--- config.mk ---
export PLATFORM = sky130hd
export DESIGN_NAME = review2015_timer_datapath_flat
export DESIGN_NICKNAME = d
export VERILOG_FILES = /design/src/rtl/review2015_timer_datapath_if.sv /design/src/rtl/review2015_timer_datapath.sv /design/src/flat_wrapper.sv
export SDC_FILE = /design/constraint.sdc
export NUM_CORES = 1
export LEC_CHECK = 0
export CORE_MARGIN = 10
export CORE_UTILIZATION = 49
export CTS_CLUSTER_SIZE = 28
export DETAILED_ROUTE_END_ITERATION = 10
export GPL_TIMING_DRIVEN = 0
export PLACE_DENSITY_LB_ADDON = 0.25
export SLEW_MARGIN = 20
export SYNTH_ARGS = -nofsm -noshare
export SYNTH_HDL_FRONTEND = slang
export SYNTH_SLANG_ARGS = --single-unit
--- constraint.sdc ---
create_clock -name clk -period 4.6 [get_ports clk]
set_clock_uncertainty 0.15 [all_clocks]
set_input_delay 0.46 -clock clk [delete_from_list [all_inputs] [get_ports clk]]
set_output_delay 0.46 -clock clk [all_outputs]
set_load 0.03 [all_outputs]
--- src/rtl/review2015_timer_datapath_if.sv ---
// Signal bundle between the timer-control FSM (master) and its datapath (slave).
interface review2015_timer_datapath_if #(
    parameter int unsigned DELAY_W = 4
);
    logic               data;
    logic               shift_ena;
    logic               counting;
    logic [DELAY_W-1:0] count;
    logic               done_counting;
    logic               unit_tick;

    modport master (
        output data, shift_ena, counting,
        input  count, done_counting, unit_tick
    );

    modport slave (
        input  data, shift_ena, counting,
        output count, done_counting, unit_tick
    );
endinterface

--- src/rtl/review2015_timer_datapath.sv ---
// Timer datapath: serially captures a delay value, then counts (delay+1) units
// of UNIT_CYCLES clocks and reports the remaining whole units on count.
module review2015_timer_datapath #(
    parameter int unsigned UNIT_CYCLES = 1000,
    parameter int unsigned DELAY_W     = 4
) (
    input logic                         clk,
    input logic                         reset,
    review2015_timer_datapath_if.slave  bus
);
    localparam int unsigned CW = (UNIT_CYCLES > 1) ? $clog2(UNIT_CYCLES) : 1;
    localparam logic [CW-1:0] LAST = CW'(UNIT_CYCLES - 1);

    logic [DELAY_W-1:0] r_dly;
    logic [CW-1:0]      r_cnt;
    logic               w_unit_end;
    logic               w_unit_tick;
    logic               w_done;

    always_comb begin
        w_unit_end  = (r_cnt == LAST);
        w_unit_tick = bus.counting & ~bus.shift_ena & w_unit_end;
        w_done      = w_unit_tick & (r_dly == '0);
    end

    // Shift has priority over counting so an illegal overlap stays deterministic.
    always_ff @(posedge clk) begin
        if (reset) begin
            r_dly <= '0;
            r_cnt <= '0;
        end else if (bus.shift_ena) begin
            r_dly <= {r_dly[DELAY_W-2:0], bus.data};
            r_cnt <= '0;
        end else if (bus.counting) begin
            if (w_unit_end) begin
                r_cnt <= '0;
                if (r_dly != '0) begin
                    r_dly <= r_dly - 1'b1;
                end
            end else begin
                r_cnt <= r_cnt + 1'b1;
            end
        end else begin
            r_cnt <= '0;
        end
    end

    assign bus.count         = r_dly;
    assign bus.unit_tick     = w_unit_tick;
    assign bus.done_counting = w_done;
endmodule
--- src/flat_wrapper.sv ---
// flat-port wrapper written by rule: the top's interface ports become plain ports
module review2015_timer_datapath_flat 
#(
    parameter int unsigned UNIT_CYCLES = 1000,
    parameter int unsigned DELAY_W     = 4
)
  (clk, reset, bus_data, bus_shift_ena, bus_counting, bus_count, bus_done_counting, bus_unit_tick);
  review2015_timer_datapath_if #(.DELAY_W(DELAY_W)) bus_i ();
  input logic clk;
  input logic reset;
  input wire logic [$bits(bus_i.data)-1:0] bus_data;
  input wire logic [$bits(bus_i.shift_ena)-1:0] bus_shift_ena;
  input wire logic [$bits(bus_i.counting)-1:0] bus_counting;
  output wire logic [$bits(bus_i.count)-1:0] bus_count;
  output wire logic [$bits(bus_i.done_counting)-1:0] bus_done_counting;
  output wire logic [$bits(bus_i.unit_tick)-1:0] bus_unit_tick;
  assign bus_i.data = bus_data;
  assign bus_i.shift_ena = bus_shift_ena;
  assign bus_i.counting = bus_counting;
  assign bus_count = bus_i.count;
  assign bus_done_counting = bus_i.done_counting;
  assign bus_unit_tick = bus_i.unit_tick;
  review2015_timer_datapath #(.UNIT_CYCLES(UNIT_CYCLES), .DELAY_W(DELAY_W)) u_core (.clk(clk), .reset(reset), .bus(bus_i));
endmodule
==> results by group <==
Global routing
  • Vias in the first global route: 579
  • Largest net degree at the start of global routing: 10
  • Global-route wire length before repair: 2484 µm
  • Initial antenna violation count: 0
  • GRT Total Usage: 9.262%
  • Gr ovfl total: 0

Yosys
  • Top post-synthesis cells by area: dfxtp_1 40%, xnor2_1 7.5%, nor2_1 5.9%, o31a_1 5.0%, a21oi_1 3.6%
  • Yosys top cell area share: 40.22%
  • Syn Std Cell Area: 696.9 µm²
  • Cells after Synth: 81
  • Sequential fraction of the synthesis area: 40.22%
  • Yosys reg bits: 14
  • Syn Nets: 88
  • Avg Synthesized Cell Area: 8.604 µm²
  • Netlist cell types: 27
  • Warnings from Yosys: 0
  • Cell taking the most area after synthesis: dfxtp_1

Die
  • Ports: 11
  • Die Span Y: 57.72 µm
  • Initial Utilization: 52.90%
  • Core Footprint: 0.001318 mm²
  • Cell row count: 13
  • Die X: 57.72 µm
  • Die ar.: 0.003331 mm²

STA
  • RSZ-0062 raised after global routing: false
  • Final min period: 2.987 ns
  • FMAX: 334.8 MHz
  • Final setup violation count: 0
  • Total negative slack: 0 ns
  • Least-Margin Pin Slew: 0.7583 ns
  • Final period utilization: 64.92%
  • Final Hold Fails: 0
  • Pins Over Slew Limit: 0
  • Hold WS: 0.3242 ns
  • Rel. slew slack: 48.98%

Finish
  • Fraction of layout cells with a size suffix above 1: 9.677%
  • P&R area growth vs syn: 18.85%
  • ANT cells: 0
  • Commonest non-fill, non-tap cell in the layout: dfxtp_1
  • Nets: 102
  • Most frequent cells in the layout: 14 x dfxtp_1, 11 x nor2_1, 9 x clkdlybuf4s50_1

Power
  • Leakage power: 0.2895 nW
  • PD cells: 267.2 mW/mm²
  • Worst VDD drop: 0.1934 mV

CTS
  • # resized after CTS: 0
  • Clk Latency, worst-skew pair: 0.28 ns
  • Worst-path clk slew: 0.08 ns
  • CTS tree: built
  • H-tree levels: 1
  • CTS Buf Count: 3
  • CTS root buf: clkbuf_4
  • Post-CTS setup repair buffer count: 0
  • Post-CTS Hold Buffers: 0
  • Clock Path Buffers: 2
  • Clock Sink Count: 14

Critical path
  • Arrival time worst endpoint: 2.38 ns
  • WP data required: 3.99 ns
  • Reg2reg setup slack: 2.56 ns
  • Critical path endpoint category: primary output
  • Largest fanout on the critical path: 5
  • Critical path type: reg -> out
  • Startpoint Class: register

Detailed routing
  • Via density: 5.528
  • Antenna-violating nets left: 0
  • Total number of vias: 597
  • Pre-Repair DR Iteration Count: 4
  • Number of DRC markers in iteration 0: 5
  • Total Routed Length: 1445 µm
  • DRC viols: 0
  • Routed len/inst: 13.38 µm

Placement
  • Final Wtd Congestion: 0.7724
  • I/O Buffers: 9
  • DP Wirelength: 1061 µm

Status
  • Status: complete, no violations

Run
  • Max Cap Viol: 0

Hold path
  • Worst Hold Class: reg -> reg
[kinds of logic after synthesis]
family	share of synthesized area, %
flops	40.22
buf+inv	3.949
simple gates	30.34
compound gates	11.85
fa+ha+maj	3.590
xor+xnor	10.05
[cells in the mapped netlist (all sizes together)]
library cell / count
dfxtp: 14
nor2: 11
xnor2: 6
a21oi: 5
inv: 5
nand2: 5
nor3: 5
nand3: 4
o31a: 4
and3: 3
ha: 2
nand2b: 2
nor4: 2
xor2: 2
a311o: 1
a31oi: 1
and2: 1
and4: 1
buf: 1
clkbuf: 1
nand4: 1
o22ai: 1
or3: 1
or3b: 1
or4: 1
[worst max-delay path: stages, from the launching register on]
cell	delay, ns
dfxtp_1	0.43
nand4_2	0.16
or4_4	0.58
nor3_1	0.22
clkdlybuf4s50_1	0.70
[per-stage QoR]
| stage | instances | power [mW] | utilization (%) | worst slack, ns | area, µm² |
|---|---|---|---|---|---|
| floorplan | 81 | 0.1457 | - | 2.159 | 696.9 |
| global placement | 105 | 0.1559 | 61.16 | 1.943 | 805.8 |
| detailed placement | 105 | 0.1564 | 61.16 | 1.921 | 805.8 |
| CTS | 108 | 0.2240 | 62.87 | 1.585 | 828.3 |
| global route | 108 | 0.2307 | 62.87 | 1.497 | 828.3 |
| finish | 108 | 0.2214 | 62.87 | 1.613 | 828.3 |
[report_power, final]
group	switching, mW	internal (mW)
registers	0.00214	0.124
clock network	0.0372	0.0304
logic	0.0157	0.0123
[layout make-up]
| class | count | area, µm² |
|---|---|---|
| Buffer | 2 | 8.758 |
| Clock buffer | 3 | 22.52 |
| Fill cell | 123 | 489.2 |
| Inverter | 5 | 18.77 |
| Multi-Input combinational cell | 60 | 389.1 |
| Sequential cell | 14 | 280.3 |
| Tap cell | 15 | 18.77 |
| Timing Repair Buffer | 9 | 90.09 |
[per-layer routing]
layer | track usage, % | up-vias | routed length, µm
li1 | - | 312 | -
met1 | 10.04 | 273 | 681
met2 | 14.26 | 8 | 658
met3 | 5.011 | 4 | 84
met4 | 4.698 | 0 | 20
met5 | 0 | - | 0
[state kept, by name, indices dropped and copies added (netlist names)]
| register | flops |
|---|---|
| u_core.bus.count | 4 |
| u_core.r_cnt | 10 |
[worst paths after layout]
kind	start	to	depth (start not counted)
setup / recovery	u_core.r_cnt[5]	bus_done_counting	4
hold / removal	u_core.r_cnt[0]	u_core.r_cnt[0]	1
setup reg to reg	u_core.bus.count[0]	u_core.bus.count[2]	6
hold reg to reg	u_core.r_cnt[0]	u_core.r_cnt[0]	1
(Power assumes the default switching activity.)
